## src/rtl/mod12_counter_if.sv

```systemverilog
// Bundles the count-enable input with the count and carry outputs of the
// modulo counter so a stage can be wired up (or cascaded) as one port.
interface mod12_counter_if #(
    parameter int WIDTH = 4
);
    logic             EN;
    logic [WIDTH-1:0] Q;
    logic             CO;

    // The driver of the enable, e.g. a previous prescaler stage or a bench
    modport master (
        output EN,
        input  Q,
        input  CO
    );

    // The counter itself
    modport slave (
        input  EN,
        output Q,
        output CO
    );
endinterface

```

## src/rtl/mod12_counter.sv

```systemverilog
// Synchronous modulo-MODULUS up-counter with count enable and a terminal-count
// carry. Q walks 0..MODULUS-1 on enabled edges. CO flags the enabled cycle in
// which Q sits at terminal count, so it can drive the enable of a next stage.
// MODULUS must lie in 2..2**WIDTH.
module mod12_counter #(
    parameter int MODULUS = 12,
    parameter int WIDTH   = 4
) (
    input  logic              CLK,
    input  logic              MR,
    mod12_counter_if.slave    bus
);

    localparam logic [WIDTH-1:0] TERMINAL = WIDTH'(MODULUS - 1);

    logic [WIDTH-1:0] count;

    // Count register: reset has priority over enable. The ">=" compare also
    // pulls an out-of-range power-up value back to zero on the first enabled
    // edge, and it keeps the increment from ever overflowing WIDTH bits.
    always_ff @(posedge CLK) begin
        if (MR) begin
            count <= '0;
        end else if (bus.EN) begin
            if (count >= TERMINAL) begin
                count <= '0;
            end else begin
                count <= count + WIDTH'(1);
            end
        end
    end

    // Carry is combinational from the count and enable, and ignores reset, so
    // a cascaded stage sees it in the same cycle the wrap is about to happen
    always_comb begin
        bus.CO = bus.EN && (count == TERMINAL);
    end

    assign bus.Q = count;

endmodule

```

## src/flat_wrapper.sv

```systemverilog
// flat-port wrapper written by rule: the top's interface ports become plain ports
module mod12_counter_flat 
#(
    parameter int MODULUS = 12,
    parameter int WIDTH   = 4
)
  (CLK, MR, bus_EN, bus_Q, bus_CO);
  mod12_counter_if #(.WIDTH(WIDTH)) bus_i ();
  input  logic CLK;
  input  logic MR;
  input wire logic [$bits(bus_i.EN)-1:0] bus_EN;
  output wire logic [$bits(bus_i.Q)-1:0] bus_Q;
  output wire logic [$bits(bus_i.CO)-1:0] bus_CO;
  assign bus_i.EN = bus_EN;
  assign bus_Q = bus_i.Q;
  assign bus_CO = bus_i.CO;
  mod12_counter #(.MODULUS(MODULUS), .WIDTH(WIDTH)) u_core (.CLK(CLK), .MR(MR), .bus(bus_i));
endmodule
```

## config.mk

```make
export PLATFORM = sky130hd
export DESIGN_NAME = mod12_counter_flat
export DESIGN_NICKNAME = d
export VERILOG_FILES = /design/src/rtl/mod12_counter_if.sv /design/src/rtl/mod12_counter.sv /design/src/flat_wrapper.sv
export SDC_FILE = /design/constraint.sdc
export NUM_CORES = 1
export LEC_CHECK = 0
export ABC_AREA = 0
export CAP_MARGIN = 5
export CORE_AREA = 2 2 39 41
export DETAILED_ROUTE_END_ITERATION = 12
export DIE_AREA = 0 0 41 43
export HOLD_SLACK_MARGIN = 0.1
export PLACE_DENSITY = 0.34
export SYNTH_ARGS = -nofsm -noshare
export SYNTH_HDL_FRONTEND = slang
export SYNTH_SLANG_ARGS = --single-unit
```

## constraint.sdc

```tcl
create_clock -name CLK -period 1.98 [get_ports CLK]
set_input_delay 0.297 -clock CLK [delete_from_list [all_inputs] [get_ports CLK]]
set_output_delay 0.297 -clock CLK [all_outputs]
set_load 0.05 [all_outputs]
```

==> results.yml, run 1 <==
run_status:
  status: "completed"
yosys:
  yosys.area_share.simple: 0.176
  synth_compound_area_frac: 0.216
  muxShareOfSynthArea: 0.0523
  syn-cell-area_sq_um: 191
  synth-adder-area-share: 0.0654
  ys_seq_area_frac: 0.418
  synth_warnings: 0
  ys_seq_elements: 4
  synthXorXnorAreaFrac: 0.0458
  synth_fp_nets: 21
  ys_types: 12
  synth_top_family_by_area: "compound AO/OA/AOI/OAI gates"
  syn_area_per_cell_sq_um: 11.3
  syn_inst: 17
worst_setup_path:
  path_buf_inv: 1
  critPathMaxFanout: 6
  r2r_cells: 3
  arrival_ps: 1460
  startpoint_type: "register"
  critical-path-top-delay-family: "buffers and inverters"
  required_ps: 1680
  crit_type: "register to primary output"
  max_stage_delay_ps: 830
  cp.depth: 1
  end_kind: "primary output"
  path_cells: "clkdlybuf4s50_1"
  crit_slowest_cell: "clkdlybuf4s50_1"
clock_network:
  cts_resized: 0
  cts-buffers-inserted: 3
  clockRootBuffer: "clkbuf_4"
  clk_pin_slew_ps: 40
  cts_hold_buf: 0
  clkLatencyLatePin_ps: 240
  cts_htree_levels: 1
  cts_buffer_depth: 2
  cts_num_sinks: 4
  post_cts_buffers: 0
  cts_tree: "done"
sta:
  clock_skew_ps: 3.01
  fin_crit_ps: 1760
  rsz0062_at_grt: "false"
  max_freq_ghz: 0.568
  period_share: 0.889
  setup_tns_ps: 0
  setup_viol: 0
  hold_viol: 0
  slew_headroom: 0.665
  tightest_slew_ps: 501
  finalMaxSlewViolations: 0
worst_hold_path:
  hold_path_depth: 2
  hp-class: "register to register"
pwr:
  power_w: 0.000235
  p_leak_nw: 0.130
  ir_drop_mv: 0.199
  p_per_area_nw_per_um2: 743
detailed_routing:
  avgViaCountPerCell: 4.21
  ant_nets: 0
  first_pass_iters: 1
  routedWlPerCell_microns: 10.1
  drt-initial-drc-count: 0
  vias: 181
  drc: 0
  wirelength_microns: 434
global_routing:
  grtUsageTotal: 0.0772
  grt_first_pass_wirelength_microns: 779
  antenna_found_initial: 0
  grt_pass1_vias: 182
  grt_max_degree: 7
  grt_overflow_total: 0
die:
  core_area_sq_um: 1380
  io_pins: 8
  start_util: 0.138
  rows: 14
  fp.dieH_microns: 43
  dieArea_sq_um: 1760
  die_w_microns: 41
layout:
  nets: 33
  largest_reg_flops: 4
  n_antenna_cell: 0
  drive_gt1_frac: 0.259
  fin_area_sq_um: 317
  fillCellCount: 158
  syn2layout_area_growth_pct: 65.4
  instances_no_fill: 43
placement:
  dp.cells: 40
  place_hpwl_microns: 312
  place_congestion: 0.590
  placed_area_sq_um: 294
  portBuffers: 7
job:
  cap_violations: 0
routing by layer:
metal	share of wire	global-route usage	vias to the layer above
met5	0	0	-
met4	0.076	0.120	0
met3	0.12	0.0524	4
met2	0.35	0.0781	11
met1	0.44	0.0767	80
li1	-	-	86
cell type report:
cell class	count	area, sq um	area share
repair buffers	8	87.6	0.277
well taps	16	20.0	0.0632
multi-input cells	12	106	0.336
clock buffers	3	22.5	0.0711
flip-flops and latches	4	80.1	0.253
cells in the mapped netlist:
library cell,n,area [sq um]
a21bo_1,1,10.0
dfxtp_1,4,80.1
a211oi_2,1,12.5
ha_1,1,12.5
nor3_1,3,15.0
o211a_1,1,10.0
nand3b_1,1,7.51
xnor2_1,1,8.76
mux2i_1,1,10.0
buf_2,1,5.00
a41oi_1,1,8.76
and4b_2,1,11.3
cell usage in the layout (no fill, tap or decap), types with 3 or more instances in the layout:
master           instances
dfxtp_1                  4
clkdlybuf4s50_1          6
clkbuf_4                 3
nor3_1                   3
report_power, final:
group          internal [W]  total (W)  switching (W)  leakage [nW]
combinational     0.0000184  0.0000434      0.0000250        0.0840
sequential        0.0000855  0.0000905     0.00000492        0.0326
clock             0.0000678   0.000101      0.0000336        0.0138
worst paths after layout:
| check | slack [ps] | end | startpoint |
|---|---|---|---|
| setup reg to reg | 880 | u_core.bus.Q[3]$_SDFFE_PP0P_ | u_core.bus.Q[0]$_SDFFE_PP0P_ |
| hold reg to reg | 560 | u_core.bus.Q[1]$_SDFFE_PP0P_ | u_core.bus.Q[1]$_SDFFE_PP0P_ |
| hold / removal | 560 | u_core.bus.Q[1]$_SDFFE_PP0P_ | u_core.bus.Q[1]$_SDFFE_PP0P_ |
| setup / recovery | 220 | bus_Q[2] | u_core.bus.Q[2]$_SDFFE_PP0P_ |
cells by family (layout without fill, tap and decap cells):
logic type      after synthesis  count (layout)
simple gates                  5               5
compound gates                4               4
mux                           1               1
fa+ha+maj                     1               1
flops                         4               4
buf+inv                       1              11
xor+xnor                      1               1
per-stage QoR:
stage / worst slack (ps) / utilization / hold WS (ps)
after floorplan: 320 / - / 370
after global placement: 464 / 0.212 / 551
after detailed placement: 456 / 0.212 / 547
after CTS: 203 / 0.229 / 566
after global routing: 162 / 0.229 / 603
final: 220 / 0.229 / 561
(Power assumes the default switching activity.)
==> run 2, diff against run 1 <==
CELL_PAD_IN_SITES_DETAIL_PLACEMENT = 0   (was default)
CELL_PAD_IN_SITES_GLOBAL_PLACEMENT = 2   (was default)
PLACE_DENSITY = 0.49   (was 0.34)
==> results.yml, run 2 (synthesis results as in run 1) <==
pwr:
  ir_drop_mv: 0.254
  p_per_area_nw_per_um2: 737
  p_leak_nw: 0.130
worst_setup_path:
  crit_type: "register to primary output"
  required_ps: 1680
  critPathMaxFanout: 4
  critical-path-top-delay-family: "buffers and inverters"
  max_stage_delay_ps: 830
  crit_slowest_cell: "clkdlybuf4s50_1"
  path_buf_inv: 1
  arrival_ps: 1450
  startpoint_type: "register"
  path_cells: "clkdlybuf4s50_1"
  end_kind: "primary output"
layout:
  fin_util: 0.229
  register_area_sq_um: 80.1
  syn2layout_area_growth_pct: 65.4
  largest_reg_flops: 4
  drive_gt1_frac: 0.259
  nets: 33
  mostFrequentLayoutCells: "6 x clkdlybuf4s50_1, 4 x dfxtp_1, 3 x nor3_1, 3 x clkbuf_4"
  fillCellCount: 151
  multiInputGateArea_sq_um: 106
  layout_commonest_cell: "clkdlybuf4s50_1"
  n_antenna_cell: 0
clock_network:
  cts_tree: "done"
  cts_resized: 0
  clkLatencyLatePin_ps: 230
  post_cts_buffers: 0
  cts_buffer_depth: 2
  cts_hold_buf: 0
  clockRootBuffer: "clkbuf_4"
  cts_htree_levels: 1
  clk_pin_slew_ps: 40
  cts-buffers-inserted: 3
  cts_num_sinks: 4
die:
  die_w_microns: 41
  fp.dieH_microns: 43
  rows: 14
  io_pins: 8
  core_area_sq_um: 1380
  start_util: 0.138
  dieArea_sq_um: 1760
detailed_routing:
  ant_nets: 0
  drt-initial-drc-count: 2
  avgViaCountPerCell: 4.12
  routedWlPerCell_microns: 10.4
  first_pass_iters: 2
  wirelength_microns: 447
  drc: 0
  vias: 177
sta:
  hold_viol: 0
  clock_skew_ps: 1.31
  tightest_slew_ps: 499
  finalMaxSlewViolations: 0
  rsz0062_at_grt: "false"
  setup_tns_ps: 0
  setup_viol: 0
  period_share: 0.880
  slew_headroom: 0.666
  fin_crit_ps: 1740
  max_freq_ghz: 0.574
  worst_slack_ps: 237
global_routing:
  grtUsageMet2: 0.0813
  antenna_found_initial: 0
  grtUsageTotal: 0.0693
  grt_overflow_total: 0
  grt_max_degree: 7
  grt_use_met1: 0.0804
  top_usage_layer: "met2"
  met3_usage: 0.0314
  grt_first_pass_wirelength_microns: 745
  grt_pass1_vias: 182
worst_hold_path:
  hp-class: "register to register"
run_status:
  status: "completed"
placement:
  place_hpwl_microns: 351
  pre_cts_slack_ps: 478
  portBuffers: 7
  place_congestion: 0.597
job:
  cap_violations: 0
==> run 2: routing by layer <==
metal	up-vias	share of wire
li1	87	-
met2	9	0.50
met4	0	0
met5	-	0
met1	81	0.45
met3	0	0.054
==> run 2: path summary, 6_finish.rpt <==
kind	slack [ps]	from	depth (start not counted)	end
worst min register to register	580	u_core.bus.Q[0]$_SDFFE_PP0P_	2	u_core.bus.Q[0]$_SDFFE_PP0P_
worst min-delay path	580	u_core.bus.Q[0]$_SDFFE_PP0P_	2	u_core.bus.Q[0]$_SDFFE_PP0P_
worst max-delay path	240	u_core.bus.Q[0]$_SDFFE_PP0P_	1	bus_Q[0]
worst max register to register	860	u_core.bus.Q[0]$_SDFFE_PP0P_	3	u_core.bus.Q[0]$_SDFFE_PP0P_
==> run 2: worst register-to-register path, cell delays in order (launching register included) <==
cell and delay [ps]:
dfxtp_1 330, ha_1 250, o211a_1 270, nor3_1 180
==> run 2: layout make-up <==
type | count | share of cell area
multi-input combinational | 12 | 0.336
tap | 16 | 0.0632
sequential | 4 | 0.253
clock buffer | 3 | 0.0711
timing repair buffer | 8 | 0.277
==> run 2: per-stage QoR <==
| step | total power (W) | hold slack [ps] | instances | cell area (sq um) |
|---|---|---|---|---|
| floorplan | 0.000118 | 370 | 17 | 191 |
| global placement | 0.000135 | 547 | 40 | 294 |
| CTS | 0.000240 | 575 | 43 | 317 |
| global route | 0.000247 | 624 | 43 | 317 |
| detailed placement | 0.000137 | 556 | 40 | 294 |
| finish | 0.000233 | 576 | 43 | 317 |
==> run 2: power breakdown <==
group,switching (W),leakage (nW),total [W],internal (W)
Clock,0.0000300,0.0138,0.0000975,0.0000676
Combinational,0.0000261,0.0840,0.0000449,0.0000188
Sequential,0.00000520,0.0326,0.0000908,0.0000856
Total,0.0000613,0.130,0.000233,0.000172
==> run 3, diff against run 2 <==
CAP_MARGIN = default   (was 5)
CTS_CLUSTER_DIAMETER = 150   (was default)
PLACE_DENSITY = 0.5   (was 0.49)
clock period = 1.5 ns   (was 1.98 ns; I/O delays follow)
==> results.yml, run 3 (synthesis results as in run 1) <==
run_status:
  status: "completed"
sta:
  hold_viol: 0
  tightest_slew_ps: 228
  finalMaxSlewViolations: 0
  slew_headroom: 0.848
  max_freq_ghz: 0.702
  clock_skew_ps: 1.08
  fin_crit_ps: 1420
  period_share: 0.949
  setup_tns_ps: 0
  rsz0062_at_grt: "false"
  setup_viol: 0
layout:
  nets: 33
  fin_area_sq_um: 337
  fillCellCount: 156
  syn2layout_area_growth_pct: 75.8
  mostFrequentLayoutCells: "3 x nor3_1, 3 x clkbuf_4, 3 x buf_12, 3 x buf_4"
  n_antenna_cell: 0
  drive_gt1_frac: 0.519
  largest_reg_flops: 4
worst_setup_path:
  end_kind: "primary output"
  reg2reg_from: "u_core.bus.Q[0]$_SDFFE_PP0P_"
  path_cells: "ha_2, and4b_2, buf_12"
  crit_slowest_cell: "dfxtp_2"
  critPathMaxFanout: 4
  r2r_cells: 3
  crit_type: "register to primary output"
  max_stage_delay_ps: 350
  arrival_ps: 1200
  r2r_end: "u_core.bus.Q[0]$_SDFFE_PP0P_"
  required_ps: 1270
  startpoint_type: "register"
  r2r_slack_ps: 430
global_routing:
  grt_overflow_total: 0
  grt_max_degree: 7
  grt_first_pass_wirelength_microns: 669
  grtUsageTotal: 0.0641
  antenna_found_initial: 0
  grt_pass1_vias: 167
detailed_routing:
  ant_nets: 0
  first_pass_iters: 3
  drt-initial-drc-count: 1
  avgViaCountPerCell: 4.16
  drc: 0
  routedWlPerCell_microns: 9.44
  vias: 179
  wirelength_microns: 406
job:
  cap_violations: 0
pwr:
  p_int_w: 0.000227
  p_sw_frac: 0.255
  power_w: 0.000305
  p_per_area_nw_per_um2: 906
  clock_power_share: 0.414
  ir_drop_mv: 0.342
  seqPwrFrac: 0.400
  p_sw_w: 0.0000777
  p_leak_nw: 0.141
  power_frac_comb: 0.186
die:
  io_pins: 8
  core_area_sq_um: 1380
  die_w_microns: 41
  dieArea_sq_um: 1760
  start_util: 0.138
  fp.dieH_microns: 43
  rows: 14
clock_network:
  cts_resized: 0
  cts_htree_levels: 1
  cts_hold_buf: 0
  cts_num_sinks: 4
  cts_buffer_depth: 2
  cts_tree: "done"
  cts-buffers-inserted: 3
  clk_pin_slew_ps: 30
  clockRootBuffer: "clkbuf_4"
  clkLatencyLatePin_ps: 230
  post_cts_buffers: 0
placement:
  place_congestion: 0.582
  placed_area_sq_um: 312
  portBuffers: 7
worst_hold_path:
  hp-class: "register to register"
  worst_hold_startpoint: "u_core.bus.Q[0]$_SDFFE_PP0P_"
  hold_path_depth: 2
  min_to: "u_core.bus.Q[0]$_SDFFE_PP0P_"
run 3: changes by cell type in the layout (fill, tap and decap cells not counted), sizes merged:
cell           before  now
clkdlybuf4s50       6    2
buf                 2    6
run 3: worst max path at each step:
stage / from / depth (start not counted) / end / slack, ps
floorplan: u_core.bus.Q[0]$_SDFFE_PP0P_ / 2 / bus_CO / 120
global placement: bus_EN / 3 / bus_CO / 180
detailed placement: bus_EN / 3 / bus_CO / 170
CTS: u_core.bus.Q[0]$_SDFFE_PP0P_ / 3 / bus_CO / 50
global route: u_core.bus.Q[0]$_SDFFE_PP0P_ / 3 / bus_CO / 20
finish: u_core.bus.Q[0]$_SDFFE_PP0P_ / 3 / bus_CO / 80
run 3: layout make-up:
class	instances	area, sq um	share of cell area
tap	16	20.0	0.0595
clock buffer	3	22.5	0.0669
timing repair buffer	8	103	0.305
sequential	4	82.6	0.245
multi-input combinational	12	109	0.323
run 3: per-layer routing:
layer | track usage | vias to the layer above | part of all wire
met2 | 0.0719 | 7 | 0.46
met4 | 0.100 | 0 | 0
met3 | 0.0157 | 0 | 0.069
li1 | - | 88 | -
met5 | 0 | - | 0
met1 | 0.0735 | 84 | 0.47
run 3: through the flow:
step / instances / utilization / setup WS, ps / hold WS, ps
after global routing: 43 / 0.243 / 19.0 / 580
after detailed placement: 40 / 0.225 / 173 / 541
final: 43 / 0.243 / 76.3 / 549
after floorplan: 17 / - / 117 / 295
after CTS: 43 / 0.241 / 46.6 / 547
after global placement: 40 / 0.225 / 184 / 534
run 3: power groups by stage:
stage	clock network, W	logic, W	registers [W]
floorplan	0	0.0000162	0.000142
global placement	0	0.0000566	0.000123
detailed placement	0	0.0000573	0.000123
CTS	0.000134	0.0000574	0.000121
global route	0.000142	0.0000614	0.000123
finish	0.000126	0.0000568	0.000122
run 3: critical path, delay by kind of cell (launching register included):
| family | cells | cell delay, ps |
|---|---|---|
| flops | 1 | 350 |
| simple gates | 1 | 260 |
| fa+ha+maj | 1 | 210 |
| buf+inv | 1 | 140 |
